<file path="src/rtl/mem_arb_pkg.sv">
// Shared types and defaults for the single-port RAM arbiter between the fetch and load/store ports.
package mem_arb_pkg;

    typedef enum logic {
        OWN_INST = 1'b0,
        OWN_DATA = 1'b1
    } owner_e;

    localparam int ADDR_W_DEF     = 32;
    localparam int DATA_W_DEF     = 32;
    localparam int STRB_W         = DATA_W_DEF / 8;
    localparam int STARVE_MAX_DEF = 4;

    // Counter width able to hold 0..max_val inclusive.
    function automatic int cnt_width(input int max_val);
        return (max_val < 1) ? 1 : $clog2(max_val + 1);
    endfunction

endpackage

</file>
<file path="src/rtl/mem_arb_pick.sv">
// Combinational grant picker: one-hot grant from the two requests and the fairness state.
// MEM_ARB_RR_EN selects round-robin against rr_last instead of data priority with starve counter.
module mem_arb_pick
    import mem_arb_pkg::*;
#(
    parameter int STARVE_MAX = STARVE_MAX_DEF,
    parameter int CNT_W      = cnt_width(STARVE_MAX)
) (
    input  logic             inst_req_i,
    input  logic             data_req_i,
`ifdef MEM_ARB_RR_EN
    input  owner_e           rr_last_i,
`else
    input  logic [CNT_W-1:0] starve_cnt_i,
`endif
    output logic             gnt_inst_o,
    output logic             gnt_data_o
);

    logic inst_wins;

`ifdef MEM_ARB_RR_EN
    assign inst_wins = (rr_last_i == OWN_DATA);
`else
    assign inst_wins = (starve_cnt_i == CNT_W'(STARVE_MAX));
`endif

    always_comb begin
        // NOTE: every output gets a default first so no path leaves it unassigned (no latch).
        gnt_inst_o = 1'b0;
        gnt_data_o = 1'b0;
        if (inst_req_i && data_req_i) begin
            gnt_inst_o = inst_wins;
            gnt_data_o = !inst_wins;
        end else begin
            gnt_inst_o = inst_req_i;
            gnt_data_o = data_req_i;
        end
    end

endmodule

</file>
<file path="src/rtl/mem_port_arbiter.sv">
// Shares one synchronous single-port RAM between instruction-fetch and data ports, one access/cycle.
// Define MEM_ARB_RR_EN for round-robin conflicts; default is data priority with starvation guard.
module mem_port_arbiter
    import mem_arb_pkg::*;
#(
    parameter int ADDR_W     = ADDR_W_DEF,
    parameter int DATA_W     = DATA_W_DEF,
    parameter int STARVE_MAX = STARVE_MAX_DEF
) (
    input  logic                clk,
    input  logic                rst,
    input  logic                inst_req,
    input  logic [ADDR_W-1:0]   inst_addr,
    output logic                inst_addr_ok,
    output logic                inst_data_ok,
    output logic [DATA_W-1:0]   inst_rdata,
    input  logic                data_req,
    input  logic [DATA_W/8-1:0] data_wstrb,
    input  logic [ADDR_W-1:0]   data_addr,
    input  logic [DATA_W-1:0]   data_wdata,
    output logic                data_addr_ok,
    output logic                data_data_ok,
    output logic [DATA_W-1:0]   data_rdata,
    output logic                ram_en,
    output logic [DATA_W/8-1:0] ram_we,
    output logic [ADDR_W-1:0]   ram_addr,
    output logic [DATA_W-1:0]   ram_wdata,
    input  logic [DATA_W-1:0]   ram_rdata
);

    localparam int CNT_W = cnt_width(STARVE_MAX);

    logic   pick_inst, pick_data;
    logic   gnt_inst, gnt_data, gnt_any;
    logic   resp_vld_q, resp_vld_d;
    owner_e resp_own_q, resp_own_d;

`ifdef MEM_ARB_RR_EN
    owner_e rr_last_q, rr_last_d;
`else
    logic [CNT_W-1:0] starve_cnt_q, starve_cnt_d;
`endif

    mem_arb_pick #(
        .STARVE_MAX (STARVE_MAX),
        .CNT_W      (CNT_W)
    ) u_pick (
        .inst_req_i   (inst_req),
        .data_req_i   (data_req),
`ifdef MEM_ARB_RR_EN
        .rr_last_i    (rr_last_q),
`else
        .starve_cnt_i (starve_cnt_q),
`endif
        .gnt_inst_o   (pick_inst),
        .gnt_data_o   (pick_data)
    );

    // No access may start while reset is held, even though the picker is purely combinational.
    assign gnt_inst = pick_inst && rst;
    assign gnt_data = pick_data && rst;
    assign gnt_any  = gnt_inst || gnt_data;

    assign inst_addr_ok = gnt_inst;
    assign data_addr_ok = gnt_data;

    assign ram_en    = gnt_any;
    assign ram_we    = gnt_data ? data_wstrb : '0;
    assign ram_addr  = gnt_data ? data_addr : inst_addr;
    assign ram_wdata = data_wdata;

    assign resp_vld_d = gnt_any;
    assign resp_own_d = gnt_data ? OWN_DATA : OWN_INST;

    assign inst_data_ok = resp_vld_q && (resp_own_q == OWN_INST);
    assign data_data_ok = resp_vld_q && (resp_own_q == OWN_DATA);
    assign inst_rdata   = ram_rdata;
    assign data_rdata   = ram_rdata;

`ifdef MEM_ARB_RR_EN
    assign rr_last_d = gnt_any ? resp_own_d : rr_last_q;
`else
    always_comb begin
        starve_cnt_d = '0;
        if (inst_req && !gnt_inst) begin
            starve_cnt_d = (starve_cnt_q == CNT_W'(STARVE_MAX)) ? starve_cnt_q
                                                                : starve_cnt_q + 1'b1;
        end
    end
`endif

    // NOTE: sequential state is written with <= so every register samples pre-edge values.
    always_ff @(posedge clk or negedge rst) begin
        if (!rst) begin
            resp_vld_q <= 1'b0;
            resp_own_q <= OWN_INST;
`ifdef MEM_ARB_RR_EN
            rr_last_q  <= OWN_INST;
`else
            starve_cnt_q <= '0;
`endif
        end else begin
            resp_vld_q <= resp_vld_d;
            resp_own_q <= resp_own_d;
`ifdef MEM_ARB_RR_EN
            rr_last_q  <= rr_last_d;
`else
            starve_cnt_q <= starve_cnt_d;
`endif
        end
    end

endmodule

</file>
<file path="config.mk">
export PLATFORM = sky130hd
export DESIGN_NAME = mem_port_arbiter
export DESIGN_NICKNAME = d
export VERILOG_FILES = /design/src/rtl/mem_arb_pkg.sv /design/src/rtl/mem_arb_pick.sv /design/src/rtl/mem_port_arbiter.sv
export SDC_FILE = /design/constraint.sdc
export NUM_CORES = 1
export LEC_CHECK = 0
export ABC_AREA = 1
export ABC_CLOCK_PERIOD_IN_PS = 1600
export BUFFER_PORTS_ARGS = -buffer_cell sky130_fd_sc_hd__buf_2
export CAP_MARGIN = 20
export CORE_AREA = 2 2 106 108
export CTS_BUF_LIST = sky130_fd_sc_hd__clkbuf_4
export DETAILED_ROUTE_END_ITERATION = 10
export DIE_AREA = 0 0 108 110
export SKIP_CTS_REPAIR_TIMING = 1
export SYNTH_ARGS = -nofsm -noshare
export SYNTH_HDL_FRONTEND = slang
export SYNTH_SLANG_ARGS = --single-unit
export TNS_END_PERCENT = 10
</file>
<file path="constraint.sdc">
create_clock -name clk -period 1.6 [get_ports clk]
set_input_delay 0.08 -clock clk [delete_from_list [all_inputs] [get_ports clk]]
set_output_delay 0.08 -clock clk [all_outputs]
set_load 0.02 [all_outputs]
</file>
Word-level counts from Yosys, hierarchy flattened
Index checks and enable logic that the tools add are counted.
{"block": "totals", "regBits": 5}
{"block": "op_classes", "add_sub_neg": 1, "muxes": 7, "n_bitwise": 1, "eq_ne": 2, "reduce_logical": 9}
{"op": "32-bit 2-to-1 mux", "count": 1}
{"op": "1-bit logical AND", "count": 6}
{"op": "3-bit 2-to-1 mux", "count": 2}
{"op": "4-bit 2-to-1 mux", "count": 1}
{"op": "3-bit by 1-bit adder with 3-bit output, second input constant", "count": 1}
{"op": "3-bit == test, second input constant", "count": 1}
{"op": "1-bit 2-to-1 mux", "count": 3}
{"op": "1-bit logical NOT", "count": 2}
{"op": "2-bit inequality test, second input constant", "count": 1}
{"op": "1-bit logical OR", "count": 1}
{"op": "1-bit NOT", "count": 1}

Longest topological paths before layout
{"block": "logic_depth", "ltp_word": 6, "mapped_depth": 8, "mapped_depth_nobuf": 7}

Cells and area by module
Synthesis repeated with hierarchy kept, for this count alone.
{"block": "hier_totals", "cells_unflattened": 254, "area_unflattened_um2": 1522.7}
{"mod": "mem_port_arbiter", "cells_each": 244, "area_per_inst_um2": 1468.9, "instances": 1, "seq_area_each_um2": 125.1}
{"mod": "mem_arb_pick", "cells_each": 10, "area_per_inst_um2": 53.8, "instances": 1, "seq_area_each_um2": 0.0}

Least setup slack after synthesis
No wires, ideal clock.
{"block": "synth_path", "path_type": "flip-flop to output port", "startpoint": "register starve_cnt_q[0]", "endpoint": "output ram_addr[22]", "required_time_ns": 1.520, "setup_slack_ns": 0.268, "arrival_time_ns": 1.252, "stages_incl_launch_ff": 9, "path_cell_list": "dfrtp_1 -> inv_1 -> ha_1 -> nand3_2 -> nand2_4 -> inv_4 -> buf_6 -> nand2_2 -> nand2_1"}
{"block": "synth_between", "elab_chain_len": 5}
{"item": "from (decl)", "line_no": "mem_port_arbiter.sv:41", "source": "logic [CNT_W-1:0] starve_cnt_q, starve_cnt_d;"}
{"item": "from (signal assigned)", "line_no": "mem_port_arbiter.sv:108", "source": "starve_cnt_q <= starve_cnt_d;"}
{"item": "3-bit == test", "line_no": "mem_arb_pick.sv:25", "source": "assign inst_wins = (starve_cnt_i == CNT_W'(STARVE_MAX));"}
{"item": "1-bit logical NOT", "line_no": "mem_arb_pick.sv:34", "source": "gnt_data_o = !inst_wins;"}
{"item": "1-bit 2-to-1 mux", "line_no": "mem_arb_pick.sv:32", "source": "if (inst_req_i && data_req_i) begin"}
{"item": "1-bit logical AND", "line_no": "mem_port_arbiter.sv:61", "source": "assign gnt_data = pick_data && rst;"}
{"item": "net data_addr_ok", "line_no": "mem_port_arbiter.sv:21", "source": "output logic data_addr_ok,"}
{"item": "32-bit 2-to-1 mux", "line_no": "mem_port_arbiter.sv:69", "source": "assign ram_addr = gnt_data ? data_addr : inst_addr;"}
{"item": "to (decl)", "line_no": "mem_port_arbiter.sv:26", "source": "output logic [ADDR_W-1:0] ram_addr,"}
The timed path passes the listed nets, and every way through them passes these cells.

Worst setup path after layout
{"block": "layout_path", "startpoint": "register starve_cnt_q[0]", "endpoint": "output ram_addr[20]"}
{"block": "layout_between", "elab_chain_len": 5}
{"item": "3-bit == test", "line_no": "mem_arb_pick.sv:25"}
{"item": "1-bit logical NOT", "line_no": "mem_arb_pick.sv:34"}
{"item": "1-bit 2-to-1 mux", "line_no": "mem_arb_pick.sv:32"}
{"item": "1-bit logical AND", "line_no": "mem_port_arbiter.sv:61"}
{"item": "32-bit 2-to-1 mux", "line_no": "mem_port_arbiter.sv:69"}
No other way between the ends.

==> flow_metrics.env <==
export IMPL_status="finished, violations left"
export IMPL_violations="setup timing"
export IMPL_muxShareOfSynthArea=0
export IMPL_p_per_area_mw_per_mm2=506
export IMPL_cts_htree_levels=1
export IMPL_die_y_um=110
export IMPL_numCtsBuffers=3
export IMPL_nets=405
export IMPL_cts_root_buf="clkbuf_4"
export IMPL_initialDrtViolationCount=56
export IMPL_grt_pass1_wl_um=5320
export IMPL_insertedDiodeCount=0
export IMPL_fin_crit_sh=1.03
export IMPL_required_ns=1.52
export IMPL_grt_max_degree=24
export IMPL_layout_cells_non_filler=406
export IMPL_synth_xor_area_frac=0.00595
export IMPL_clk_pin_slew_ns=0.04
export IMPL_rows=38
export IMPL_max_slew_worst_pin_slew_ns=0.223
export IMPL_fin_setup_tns_ns=-0.650
export IMPL_yosys_warnings=0
export IMPL_crit_path_end_kind="primary output"
export IMPL_clkLatencyLatePin_ns=0.24
export IMPL_fmax_mhz=606
export IMPL_synth_simple_area_share=0.329
export IMPL_die_area_mm2=0.0119
export IMPL_crit_path_max_fanout=8
export IMPL_ant_nets=0
export IMPL_area_growth_pct=24.5
export IMPL_arrival_ns=1.57
export IMPL_final_cell_mix="nand2_1, buf_2, buf_6"
export IMPL_io_buffers=112
export IMPL_synth_avg_cell_area_um2=6.11
export IMPL_grt_overflow_total=0
export IMPL_hold_viol_final=0
export IMPL_p_leak_nw=1.09
export IMPL_viasPerCell=3.33
export IMPL_syn_num_nets=379
export IMPL_syn_inst=241
export IMPL_setup_viol=28
export IMPL_dp_cells=395
export IMPL_wl_per_cell_um=11.0
export IMPL_antenna_found_initial=0
export IMPL_critical_path_class="reg2out"
export IMPL_start_kind="flip-flop"
export IMPL_layout_commonest_cell="nand2_1"
export IMPL_hold_path_class="in2reg"
export IMPL_maxCapViolCount=0
export IMPL_clk_path_buf_depth=2
export IMPL_slew_viol_final=0
export IMPL_cts_tree="yes"
export IMPL_drc_errors=0
export IMPL_relSlewSlack=0.851
export IMPL_drt_total_wl_um=4450
export IMPL_final_min_clock_period_ns=1.65
export IMPL_vias=1354
export IMPL_syn_area_mm2=0.00147
export IMPL_core_area_mm2=0.0107
export IMPL_first_global_vias=1159
export IMPL_synth_seq_cells=5
export IMPL_start_util=0.138
export IMPL_rsz0062_at_grt="yes"
export IMPL_ir_drop_mv=0.214
export IMPL_timing_final_ws_setup_ns=-0.0506
export IMPL_synth_fa_ha_area_frac=0.0170
export IMPL_final_layout_size_suffix_gt1_frac=0.571
export IMPL_grt_use_total=0.0582
export IMPL_io_pins=273
export IMPL_clock_sinks=5
export IMPL_dr_pass1_iters=4
export IMPL_finClkSkew_ns=0.00430
export IMPL_synth_compound_area_frac=0.00340
export IMPL_place_gp_congestion=0.680
export IMPL_synth_top_family_by_area="buffers and inverters"
export IMPL_synth_distinct_cells=14
export IMPL_die_x_um=108
export IMPL_yosysSeqAreaShare=0.0850
export IMPL_hpwl_um=3370
-- per-layer routing --
layer,vias up,GRT usage,wire length (um)
met4,0,0.0604,337
met5,-,0,0
met3,37,0.0176,530
li1,672,-,-
met2,88,0.0943,2060
met1,557,0.0578,1520
-- logic make-up (layout without fill, tap and decap cells) --
| logic type | count (synthesis) | after routing |
|---|---|---|
| AO/OA/AOI/OAI | 1 | 1 |
| XOR/XNOR | 1 | 1 |
| buffers and inverters | 114 | 139 |
| AND/OR/NAND/NOR | 118 | 118 |
| flip-flops | 5 | 5 |
| adder cells (fa/ha/maj) | 2 | 2 |
-- worst max-delay path, stage by stage (launching register included) --
cell and delay, ns:
dfrtp_1 0.40, inv_2 0.09, ha_4 0.14, nand3_4 0.10, nand2_8 0.13, inv_8 0.06
clkbuf_16 0.16, nand2_1 0.06, nand2_1 0.05, buf_2 0.15
-- final cells by class --
cell class	count	area, um2
Multi-Input combinational cell	122	579
Fill cell	1214	8860
Inverter	12	52.6
Sequential cell	5	125
Timing Repair Buffer	123	871
Tap cell	140	175
Clock buffer	4	30.0
-- flip-flops by register name, summed over array words and instances (netlist names) --
| register | cells |
|---|---|
| resp_vld_q | 1 |
| starve_cnt_q | 3 |
| resp_own_q | 1 |
-- through the flow --
| step | instance area [um2] | setup slack (ns) | hold slack (ns) | util | power (W) |
|---|---|---|---|---|---|
| floorplan | 1470 | 0.268 | -0.216 | - | 0.000760 |
| global placement | 1500 | 0.114 | -0.0801 | 0.140 | 0.000620 |
| detailed placement | 1500 | 0.0839 | -0.0781 | 0.140 | 0.000618 |
| CTS | 1530 | -0.180 | -0.341 | 0.143 | 0.000787 |
| global route | 1830 | -0.137 | 0.114 | 0.171 | 0.00100 |
| finish | 1830 | -0.0506 | 0.0991 | 0.171 | 0.000928 |
-- path summary, 6_finish.rpt --
kind                                                to  cells after the start  slack [ns]                         from
max                                       ram_addr[20]                      9       -0.05  starve_cnt_q[0]$_DFFE_PN0P_
min                               resp_vld_q$_DFF_PN0_                      3         0.1                     data_req
max reg2reg                starve_cnt_q[2]$_DFFE_PN0P_                      8        0.35  starve_cnt_q[0]$_DFFE_PN0P_
min reg2reg                starve_cnt_q[0]$_DFFE_PN0P_                      2        0.53  starve_cnt_q[0]$_DFFE_PN0P_
max in group asynchronous  starve_cnt_q[0]$_DFFE_PN0P_                      2        1.14                          rst
min in group asynchronous         resp_vld_q$_DFF_PN0_                      2        0.27                          rst
-- report_power, final --
group	total, W	internal (W)	switching (W)	leakage, nW
Sequential	0.000152	0.000140	0.0000124	0.0647
Combinational	0.000613	0.000300	0.000313	1.01
Clock	0.000162	0.000111	0.0000506	0.0184
Total	0.000928	0.000552	0.000376	1.09
-- cell usage after synthesis --
library cell  instances  area share
xnor2_1               1      0.0059
buf_4                99        0.50
inv_1                11       0.028
a21oi_1               1      0.0034
dfrtp_1               5       0.085
buf_6                 3       0.023
nand3_2               1      0.0068
nand2_2               9       0.038
nor2_1                6       0.015
inv_4                 1      0.0043
nand2_1              99        0.25
nand2_4               1      0.0076
ha_1                  2       0.017
nand4_1               2      0.0085
No activity file was read; power rests on OpenSTA's default activity.
